### src/rtl/jtag_master.sv
// JTAG initiator: turns command/response handshakes into TAP reset, IR scan and
// DR scan sequences on TCK/TMS/TDI, capturing TDO into the response word.
`timescale 1ns/1ps
module jtag_master #(
  parameter int unsigned MAX_LEN = 32,
  parameter int unsigned CLK_DIV = 2,
  localparam int unsigned LEN_W  = $clog2(MAX_LEN + 1)
) (
  input  logic               clk_sys,
  input  logic               reset_n,
  input  logic               cmd_valid,
  output logic               cmd_ready,
  input  logic [1:0]         cmd_type,
  input  logic [LEN_W-1:0]   cmd_len,
  input  logic [MAX_LEN-1:0] cmd_data,
  output logic               rsp_valid,
  input  logic               rsp_ready,
  output logic [MAX_LEN-1:0] rsp_data,
  output logic               jtag_tck,
  output logic               jtag_tms,
  output logic               jtag_tdi,
  input  logic               jtag_tdo
);

  localparam int unsigned DIV_W = $clog2(2 * CLK_DIV + 1);

  typedef enum logic [2:0] {IDLE, NAV, SHIFT, EXIT, RESP} state_t;
  typedef enum logic [1:0] {CMD_RESET = 2'b00, CMD_IR = 2'b01, CMD_DR = 2'b10, CMD_NOP = 2'b11} cmd_t;

  state_t             state_q, state_d;
  cmd_t               typ_q, typ_d;
  logic [LEN_W-1:0]   len_q, len_d;
  logic [LEN_W-1:0]   bits_left_q, bits_left_d;
  logic [MAX_LEN-1:0] data_q, data_d;
  logic [MAX_LEN-1:0] mask_q, mask_d;
  logic [MAX_LEN-1:0] rsp_q, rsp_d;
  logic [DIV_W-1:0]   div_q, div_d;
  logic [2:0]         seq_left_q, seq_left_d;
  logic [5:0]         seq_tms_q, seq_tms_d;
  logic               tck_q, tck_d;
  logic               tms_q, tms_d;
  logic               tdi_q, tdi_d;

  logic [LEN_W-1:0]   len_clamped;
  logic               zero_cmd;
  logic               tck_rise;
  logic               tck_fall;

  assign len_clamped = (cmd_len > LEN_W'(MAX_LEN)) ? LEN_W'(MAX_LEN) : cmd_len;
  assign zero_cmd    = (typ_q == CMD_NOP) || ((typ_q != CMD_RESET) && (len_q == '0));
  // The divider starts at 0 on acceptance but wraps to 1 after each falling edge,
  // so the first low phase is one cycle longer and the busy time is N*2*CLK_DIV+1.
  assign tck_rise    = (div_q == DIV_W'(CLK_DIV));
  assign tck_fall    = (div_q == DIV_W'(2 * CLK_DIV));

  always_ff @(posedge clk_sys or negedge reset_n) begin
    if (!reset_n) begin
      state_q     <= IDLE;
      typ_q       <= CMD_NOP;
      len_q       <= '0;
      bits_left_q <= '0;
      data_q      <= '0;
      mask_q      <= '0;
      rsp_q       <= '0;
      div_q       <= '0;
      seq_left_q  <= '0;
      seq_tms_q   <= '0;
      tck_q       <= 1'b0;
      tms_q       <= 1'b1;
      tdi_q       <= 1'b0;
    end else begin
      state_q     <= state_d;
      typ_q       <= typ_d;
      len_q       <= len_d;
      bits_left_q <= bits_left_d;
      data_q      <= data_d;
      mask_q      <= mask_d;
      rsp_q       <= rsp_d;
      div_q       <= div_d;
      seq_left_q  <= seq_left_d;
      seq_tms_q   <= seq_tms_d;
      tck_q       <= tck_d;
      tms_q       <= tms_d;
      tdi_q       <= tdi_d;
    end
  end

  always_comb begin
    state_d     = state_q;
    typ_d       = typ_q;
    len_d       = len_q;
    bits_left_d = bits_left_q;
    data_d      = data_q;
    mask_d      = mask_q;
    rsp_d       = rsp_q;
    div_d       = div_q;
    seq_left_d  = seq_left_q;
    seq_tms_d   = seq_tms_q;
    tck_d       = tck_q;
    tms_d       = tms_q;
    tdi_d       = tdi_q;

    case (state_q)
      IDLE: begin
        if (cmd_valid) begin
          state_d = NAV;
          typ_d   = cmd_t'(cmd_type);
          len_d   = len_clamped;
          data_d  = cmd_data;
          mask_d  = MAX_LEN'(1);
          rsp_d   = '0;
          div_d   = '0;
          tdi_d   = 1'b0;
          if (!((cmd_type == 2'b11) || ((cmd_type != 2'b00) && (len_clamped == '0))))
            tms_d = 1'b1;
          case (cmd_type)
            2'b00: begin seq_tms_d = 6'b011111; seq_left_d = 3'd5; end
            2'b01: begin seq_tms_d = 6'b000011; seq_left_d = 3'd3; end
            default: begin seq_tms_d = 6'b000001; seq_left_d = 3'd2; end
          endcase
        end
      end

      NAV, SHIFT, EXIT: begin
        if ((state_q == NAV) && zero_cmd) begin
          state_d = RESP;
        end else begin
          div_d = div_q + 1'b1;
          if (tck_rise) begin
            tck_d = 1'b1;
            if (state_q == SHIFT)
              rsp_d = rsp_q | (mask_q & {MAX_LEN{jtag_tdo}});
          end
          if (tck_fall) begin
            tck_d = 1'b0;
            div_d = DIV_W'(1);
            if (state_q == SHIFT) begin
              mask_d = mask_q << 1;
              data_d = data_q >> 1;
              if (bits_left_q == '0) begin
                state_d    = EXIT;
                seq_tms_d  = 6'b000001;
                seq_left_d = 3'd1;
                tms_d      = 1'b1;
                tdi_d      = 1'b0;
              end else begin
                bits_left_d = bits_left_q - 1'b1;
                tms_d       = (bits_left_q == LEN_W'(1));
                tdi_d       = data_d[0];
              end
            end else if (seq_left_q != 3'd0) begin
              seq_left_d = seq_left_q - 3'd1;
              seq_tms_d  = seq_tms_q >> 1;
              tms_d      = seq_tms_q[1];
            end else if ((state_q == NAV) && (typ_q != CMD_RESET)) begin
              state_d     = SHIFT;
              bits_left_d = len_q - 1'b1;
              tms_d       = (len_q == LEN_W'(1));
              tdi_d       = data_q[0];
            end else begin
              state_d = RESP;
              tms_d   = 1'b0;
              tdi_d   = 1'b0;
            end
          end
        end
      end

      RESP: begin
        if (rsp_ready)
          state_d = IDLE;
      end

      default: state_d = IDLE;
    endcase
  end

  assign cmd_ready = (state_q == IDLE);
  assign rsp_valid = (state_q == RESP);
  assign rsp_data  = rsp_q;
  assign jtag_tck  = tck_q;
  assign jtag_tms  = tms_q;
  assign jtag_tdi  = tdi_q;

endmodule

### config.mk
export PLATFORM = sky130hd
export DESIGN_NAME = jtag_master
export DESIGN_NICKNAME = d
export VERILOG_FILES = /design/src/rtl/jtag_master.sv
export SDC_FILE = /design/constraint.sdc
export NUM_CORES = 1
export LEC_CHECK = 0
export ABC_CLOCK_PERIOD_IN_PS = 2400
export BUFFER_PORTS_ARGS = -buffer_cell sky130_fd_sc_hd__buf_2
export CORE_UTILIZATION = 35
export DETAILED_ROUTE_END_ITERATION = 16
export PLACE_DENSITY = 0.61
export SLEW_MARGIN = 40
export SYNTH_ARGS = -nofsm -noshare
export SYNTH_HDL_FRONTEND = slang
export SYNTH_SLANG_ARGS = --single-unit
### constraint.sdc
create_clock -name clk_sys -period 2.4 [get_ports clk_sys]
set_input_delay 0.48 -clock clk_sys [delete_from_list [all_inputs] [get_ports clk_sys]]
set_output_delay 0.48 -clock clk_sys [all_outputs]
set_load 0.005 [all_outputs]
# --- Yosys cells after proc, flatten, opt, wreduce, memory -nomap -nowiden ---
# Cells that the tools add are included.
word_totals:
  ff_bits: 128
  latchBits: 0
  mem_bits_rw: 0
  romBits: 0
  inputBits: 45
  out_inout_bits: 37
  wordCells: 143
  n_memories: 0
op_classes:
  n_addsub: 4
  multipliers: 0
  div: 0
  n_lt_le_gt_ge: 1
  n_eq_ne: 26
  n_shift: 0
  muxes: 68
  bitwise: 3
  n_reduce_logical: 28
op_table:
  columns: ["op", "count"]
  rows:
  - ["2-to-1 mux 32 bit", 12]
  - ["one-hot mux 32 bit (2 select lines)", 3]
  - ["2-to-1 mux 6 bit", 11]
  - ["2-to-1 mux 3 bit", 17]
  - ["bitwise AND 32 bit", 1]
  - ["OR 32 bit", 1]
  - ["AND reduction 5 bit", 5]
  - ["logical NOT 6 bit", 3]
  - ["one-hot mux 3 bit (2 select lines)", 3]
  - ["2-to-1 mux 1 bit", 17]
  - ["!= test 2 bit, second input constant", 8]
  - ["== test 6 x 1 -> 1 bit, second input constant", 2]
  - ["!= test 3 bit, second input constant", 4]
  - ["one-hot mux 6 bit (2 select lines)", 1]
  - ["AND reduction 6 bit", 2]
  - ["subtractor 6 x 1 -> 6 bit, second input constant", 2]
  - ["one-hot mux 5 bit (2 select lines)", 1]
  - ["nonzero test 2 bit", 5]
  - ["== test 3 x 2 -> 1 bit, second input constant", 3]
  - ["one-hot mux 3 bit (3 select lines)", 1]
  - ["!= test 4 bit, second input constant", 2]
  - ["== test 3 bit, second input constant", 2]
  - ["> comparator 6 bit, second input constant", 1]
  - ["AND reduction 3 bit", 2]
  - ["15 further kinds", 21]

# --- Logic depth before layout (Yosys ltp) ---
# Gate-level depths: netlist of the first run.
depth:
  depth_word: 8
  depth_mapped: 9
  depth_no_buf: 8

# --- Worst setup path before layout of the first run ---
# OpenSTA, ideal clock, no wires.
synth_timing:
  kind: "register to register"
  start: "register div_q[0]"
  end: "register seq_left_q[1]"
  setup_time_ps: 125
  arrival_time_ps: 1972
  required_ps: 2275
  slack_ps: 303
  stages_incl_launch_ff: 8
  path_buffers: 0
  synth_period_minus_slack_ps: 2097
  path_cell_list: "dfrtp_1 -> inv_1 -> ha_1 -> nand2_1 -> mux2_4 -> nand4bb_4 -> a211oi_4 -> mux2_4"
synth_via:
  elab_chain_len: 3
synth_rtl:
  columns: ["element", "line", "source"]
  rows:
  - ["from (decl)", "37", "logic [DIV_W-1:0] div_q, div_d;"]
  - ["from (signal assigned)", "79", "div_q <= div_d;"]
  - ["== test 3 bit", "54", "assign tck_fall = (div_q == DIV_W'(2 * CLK_DIV));"]
  - ["!= test 2 bit (no line)", null, null]
  - ["AND reduction 6 bit (no line)", null, null]
  - ["to (signal assigned)", "80", "seq_left_q <= seq_left_d;"]
  - ["to (decl)", "38", "logic [2:0] seq_left_q, seq_left_d;"]
# No other way between the ends.
# A chain may end at the register's enable or synchronous reset.

# --- Worst setup path after layout of the first run ---
layout_timing:
  start: "register state_q[1]"
  end: "register seq_left_q[2]"
layout_via:
  elab_chain_len: 5
  elab_cells_between_ends: 17
  cone_classes: "eq/ne (8); mux (4); reduce/logical (5)"
layout_rtl:
  columns: ["element", "line", "source"]
  rows:
  - ["from (decl)", "30", "state_t state_q, state_d;"]
  - ["from (signal assigned)", "72", "state_q <= state_d;"]
  - ["== test 3 x 2 -> 1 bit", "103, 137", null]
  - ["2-to-1 mux 3 bit", "137", "if (state_q == SHIFT) begin"]
  - ["2-to-1 mux 3 bit", "134", "if (tck_fall) begin"]
  - ["2-to-1 mux 3 bit", "125", "if ((state_q == NAV) && zero_cmd) begin"]
  - ["one-hot mux 3 bit (2 select lines)", "103", "case (state_q)"]
# Parallel ways exist; a longest one is shown, timed or not. The select of a mux whose other input is x is not followed.

==> results.md, run 1 <==
* Vias per cell at between 4 and 5
* WL/cell at between 10 and 15 um
* TritonCTS clock tree: done
* CP Data Required Time at ~2700 ps
* Worst-Skew Late Latency at between 400 and 500 ps
* PD cells at between 1000 and 1500 nW/um^2
* Critical path's largest stage delay at 390 ps
* WP buf/inv at 1
* Layout cell share with drive strength beyond 1 at 0.204
* Vias in the first global route at 4410
* Critical setup path kind: register to register
* Initial Util at 0.361
* Count of final hold-check violations at 0
* Critical-path top delay cell: a211oi_4
* Post-synthesis compound-gate area fraction at 0.127
* Fin Hold WS at around 290 ps
* Final setup viols at 0
* Clock Root Buffer: clkbuf_16
* Resize count post-CTS at 0
* Share of the synthesized area in the top cell type at 0.533
* DRC at 0
* Filler cell count at around 1600
* Post-synthesis sequential area ratio at 0.547
* Ant diodes at 0
* Final Wtd Congestion at just over 0.8
* Synth area leaders: dfrtp_1 (53%), nand2_1 (9.8%), nor2_1 (5.0%)
* Fmax at approximately 0.45 GHz
* Largest net degree at the start of global routing at 63
* Number of synthesized register bits at roughly 130
* Post-place instance area at 6470 sq um
* Clock Pin Slew Worst Setup and Hold Paths at 60 ps
* EDFF count, synth at 0
* Top cells by count, synth: nand2_1 (150), dfrtp_1 (123), nor2_1 (77)
* Worst Hold Class: primary input to register
* Pleak at 3.49 nW
* Total GRT Usage at 0.166
* Total routed wirelength at 13200 um
* Rows at 46
* Die ar. at around 17000 sq um
* Clock skew at between 7 and 8 ps
* Largest family of logic cells by synthesized area: simple AND/OR/NAND/NOR gates
* Hold wc startpoint: cmd_data[31]
* Num CTS Buffers at 17
* Top-count cell post-synth: nand2_1
* Final setup margin at roughly 190 ps
* Clk sink count at roughly 130
* Yosys cell types at between 50 and 60
* Worst setup startpoint: state_q[1]
* Synth Area in Simple Gates at 0.229
* Dpl ws at between 200 and 250 ps
* Post-synthesis xor/xnor area fraction at 0.00759
* Gate Count Post-Synth at about 630
* Mapped Avg Cell Area at about 9.2 sq um
* Crit path max-delay family: simple AND/OR/NAND/NOR gates
* Status: complete, no violations
* Ys flop type: dfrtp_1
* Adder-Cell Fraction of Synth Area at 0.0256
* DP Wirelength at a little under 9000 um
* Critical Path End Type: register
* Period minus WS final at 2210 ps
* RSZ-0062 raised after global routing: no
* Post-Syn Area at slightly below 6000 sq um
* Setup TNS Final at 0 ps
* Setup crit start kind: register
* VDD IR max at between 0.5 and 0.6 mV
* Post-CTS Repair Setup Buffers at 0
* Reg2reg setup slack at 190 ps
* Nets at around 760
* Post-synthesis mux area share at 0.0212
* CTS H-Tree Depth at 4
* Asr flop ratio synth at 1.00
* Number of antenna violations at the first check in global routing at 0
* Die width at between 100 and 150 um
* CP Cell Sequence: nor2_1 > mux2_4 > nand4bb_4 > a211oi_4 > buf_4 > mux2i_1
* Die Y at about 130 um
* Grt total ovfl at 0
* Pins Over Slew Limit at 0
* Detail Route Antenna Nets at 0
* Syn. warnings at 0
* Vias at roughly 4600
* Post-Syn Nets at between 600 and 700
* CTS max path bufs at 2
* Critical Path Fanout Max at 5
* Actual slew at the worst max-slew pin at roughly 620 ps
* R2r startpoint: state_q[1]
* DRT Pass-1 Iters at 4
* Ports at approximately 80
* Final instance area at 7060 sq um
* Core box area at roughly 16000 sq um
* Layout area overhead at 22.2%
* First DRT Iteration DRCs at 342
* Relative slew margins at 0.582
* Synth area leader: dfrtp_1
* WP data arrival at 2530 ps
* I/O Buffers at 81
* # Max-Cap Violations at 0
* First-pass GRT wire length at roughly 22000 um
* Fin crit share at 0.921
## per-layer routing
layer / vias to the layer above / track usage / share of wire
met5: - / 0 / 0
met4: 0 / 0.0615 / 0.011
met3: 11 / 0.0423 / 0.045
met2: 103 / 0.252 / 0.45
met1: 2252 / 0.230 / 0.49
li1: 2283 / - / -
## state kept, by name, indices dropped and copies added (netlist names)
signal / count
data_q: 32
mask_q: 32
rsp_data: 32
bits_left_q: 6
len_q: 6
seq_tms_q: 4
div_q: 3
seq_left_q: 3
state_q: 3
typ_q: 2
jtag_tck: 1
jtag_tdi: 1
jtag_tms: 1
## area by class of cell
class / count / area (sq um) / share of cell area
clock buffer: 25 / 495 / 0.0702
sequential: 126 / 3160 / 0.447
timing repair buffer: 100 / 603 / 0.0855
clock inverter: 6 / 82.6 / 0.0117
tap: 216 / 270 / 0.0383
multi-input combinational: 446 / 2390 / 0.338
inverter: 16 / 60.1 / 0.00851
## logic make-up after synthesis
kind of cell | after synthesis
buf+inv | 56
xor+xnor | 5
fa+ha+maj | 12
flops | 126
compound gates | 116
mux | 10
simple gates | 303
## stage by stage
| step | std cells | util | total power (W) |
|---|---|---|---|
| 6_report | 935 | 0.441 | 0.00880 |
| 5_1_grt | 935 | 0.441 | 0.00945 |
| 4_1_cts | 935 | 0.441 | 0.00888 |
| 3_5_place_dp | 903 | 0.404 | 0.00632 |
| 3_3_place_gp | 903 | 0.404 | 0.00622 |
| 2_1_floorplan | 628 | - | 0.00539 |
## placed cells by master, fill, tap and decap left out, types with 9 or more instances in the layout
master,count
buf_4,15
nor3_1,9
ha_1,11
nand3_1,36
a21oi_1,42
inv_1,16
a31oi_1,33
buf_2,80
dfrtp_1,123
o21ai_0,14
nor2_1,76
clkbuf_16,17
nand2_1,150
## path summary, 6_finish.rpt
path	depth (start not counted)	endpoint
min reg2reg	2	mask_q[31]
max reg2reg	6	seq_left_q[2]
min	2	data_q[31]
min in group asynchronous	2	len_q[3]
max in group asynchronous	3	mask_q[21]
max	6	seq_left_q[2]
## timing repair
item,in CTS,in global routing
endpoints found under the setup margin,0,0
endpoints found under the hold margin,17,0
hold buffers,1,0
## power breakdown
part           internal (W)  leakage, nW  switching, W  total [W]
registers           0.00268         1.62      0.000378    0.00306
logic               0.00122         1.58       0.00201    0.00323
clock network       0.00163        0.283      0.000888    0.00252
Note: power is estimated with default switching activity, not from simulation.
==> inputs of run 2 (changes only) <==
--- a/config.mk
+++ b/config.mk
@@ -5,10 +5,11 @@
 export SDC_FILE = /design/constraint.sdc
 export NUM_CORES = 1
 export LEC_CHECK = 0
-export ABC_CLOCK_PERIOD_IN_PS = 2400
+export ABC_CLOCK_PERIOD_IN_PS = 2700
 export BUFFER_PORTS_ARGS = -buffer_cell sky130_fd_sc_hd__buf_2
 export CORE_UTILIZATION = 35
 export DETAILED_ROUTE_END_ITERATION = 16
+export GPL_ROUTABILITY_DRIVEN = 0
 export PLACE_DENSITY = 0.61
 export SLEW_MARGIN = 40
 export SYNTH_ARGS = -nofsm -noshare
==> constraint.sdc (replaced) <==
create_clock -name clk_sys -period 2.7 [get_ports clk_sys]
set_input_delay 0.54 -clock clk_sys [delete_from_list [all_inputs] [get_ports clk_sys]]
set_output_delay 0.54 -clock clk_sys [all_outputs]
set_load 0.005 [all_outputs]
==> results.md, run 2 (synthesis results as in run 1) <==
* Pleak at 3.45 nW (-0.95%)
* CP Data Required Time at 2990 ps (+270 ps)
* TritonCTS clock tree: done
* Filler cell count at 1596 (+1.2%)
* Setup TNS Final at 0 ps (unchanged)
* Vias in the first global route at 4479 (+1.6%)
* Core box area at 16000 sq um (unchanged)
* Critical setup path kind: register to register
* Clock skew at 9.16 ps (+1.64 ps)
* Ports at 82 (unchanged)
* CTS H-Tree Depth at 4 (unchanged)
* Worst R2R End: seq_left_q[1]
* R2r startpoint: state_q[2]
* Count of final hold-check violations at 0 (unchanged)
* Num CTS Buffers at 17 (unchanged)
* Rows at 46 (unchanged)
* Die Y at 130 um (unchanged)
* Relative slew margins at 0.572 (-0.0101)
* DRC at 0 (unchanged)
* R2R cell count at 5 (-1)
* Largest net degree at the start of global routing at 63 (unchanged)
* Nets at 758 (-0.66%)
* Status: complete, no violations
* Fmax at 0.422 GHz (-6.7%)
* Final setup viols at 0 (unchanged)
* WP data arrival at 2660 ps (+130 ps)
* Worst-Skew Late Latency at 410 ps (about the same)
* PD cells at 1110 nW/um^2 (-11%)
* Post-CTS Repair Setup Buffers at 0 (unchanged)
* # Max-Cap Violations at 0 (unchanged)
* VDD IR max at 0.692 mV (+16%)
* First-pass GRT wire length at 22200 um (+1.5%)
* Most frequent cells in the layout: nand2_1 (150), dfrtp_1 (123), buf_2 (80)
* Total power at 0.00780 W (-11%)
* Setup crit start kind: register
* Vias at 4662 (+0.28%)
* Detail Route Antenna Nets at 0 (unchanged)
* CTS max path bufs at 2 (unchanged)
* Grt total ovfl at 0 (unchanged)
* Ant diodes at 0 (unchanged)
* First DRT Iteration DRCs at 316 (-7.6%)
* DRT Pass-1 Iters at 5 (+1)
* RSZ-0062 raised after global routing: no
* Critical Path End: seq_left_q[1]
* Pins Over Slew Limit at 0 (unchanged)
* Clock Root Buffer: clkbuf_16
* Post-CTS Hold Buffers at 0 (-1)
* Critical Path End Type: register
* Layout area overhead at 21.3%
* Layout cell share with drive strength beyond 1 at 0.201 (-0.00305)
* Worst Hold Class: primary input to asynchronous set/reset pin
* Vias per cell at 5.01 (+0.71%)
* Fin Hold WS at 120 ps (-169 ps)
* Resize count post-CTS at 0 (unchanged)
* Reg2reg setup slack at 330 ps (+140 ps)
* Worst setup startpoint: state_q[2]
* Number of antenna violations at the first check in global routing at 1 (+1)
* Total routed wirelength at 13400 um (+1.6%)
* Initial Util at 0.361 (unchanged)
* Clock Pin Slew Worst Setup and Hold Paths at 50 ps (about the same)
* Clk sink count at 126 (unchanged)
* Commonest non-fill, non-tap cell in the layout: nand2_1
* I/O Buffers at 81 (unchanged)
* Fin crit share at 0.878 (-0.0434)
* WL/cell at 14.4 um (+2.0%)
* Die ar. at 17000 sq um (unchanged)
* Die width at 130 um (unchanged)
* Critical Path Fanout Max at 18 (+13)
* Total GRT Usage at 0.171 (+0.00469)
* Period minus WS final at 2370 ps (+159 ps)
* Actual slew at the worst max-slew pin at 637 ps (+15.0 ps)
* DP Wirelength at 8920 um (+2.2%)
-- run 2: changes by cell type in the layout (fill, tap and decap cells not counted), sizes merged --
cell         delta
dlygate4sd3     -1
inv             +1
clkbuf          -1
clkinvlp        +1
buf             -4
-- run 2: area by class of cell --
type                       count  area (sq um)  area share
sequential                   126          3160       0.451
multi-input combinational    446          2390       0.341
clock buffer                  24           482      0.0688
timing repair buffer          95           538      0.0769
clock inverter                 8           106      0.0152
tap                          216           270      0.0386
inverter                      16          60.1     0.00858
-- run 2: per-stage QoR --
step                worst slack [ps]  instance area (sq um)   util  instances
floorplan                        603                   5770      -        628
global placement                 487                   6410  0.401        899
detailed placement               410                   6410  0.401        899
CTS                              379                   7000  0.438        931
global route                     171                   7000  0.438        931
finish                           331                   7000  0.438        931
-- run 2: critical path, stage by stage (launching register included) --
cell and delay (ps):
dfrtp_1 710, nor3b_1 150, nand3_1 350, nand4bb_4 200, a211oi_4 500, mux2_4 340
-- run 2: report_power, final --
| part | switching (W) | leakage, nW | internal, W |
|---|---|---|---|
| clock network | 0.000821 | 0.281 | 0.00144 |
| registers | 0.000344 | 1.62 | 0.00238 |
| logic | 0.00177 | 1.55 | 0.00105 |
-- run 2: metal layers --
metal / vias up / track usage / share of wire
met3: 22 / 0.0460 / 0.057
met1: 2237 / 0.226 / 0.46
li1: 2278 / - / -
met4: 2 / 0.0784 / 0.019
met2: 123 / 0.262 / 0.46
met5: - / 0 / 0.00097
-- run 2: worst min-delay path by stage --
stage	start	to	slack, ps
2_1_floorplan	reset_n	bits_left_q[0]	240
4_1_cts	reset_n	len_q[4]	130
5_1_grt	reset_n	seq_left_q[1]	150
3_5_place_dp	typ_q[0]	typ_q[0]	470
6_report	reset_n	seq_left_q[1]	120
3_3_place_gp	typ_q[1]	typ_q[1]	460
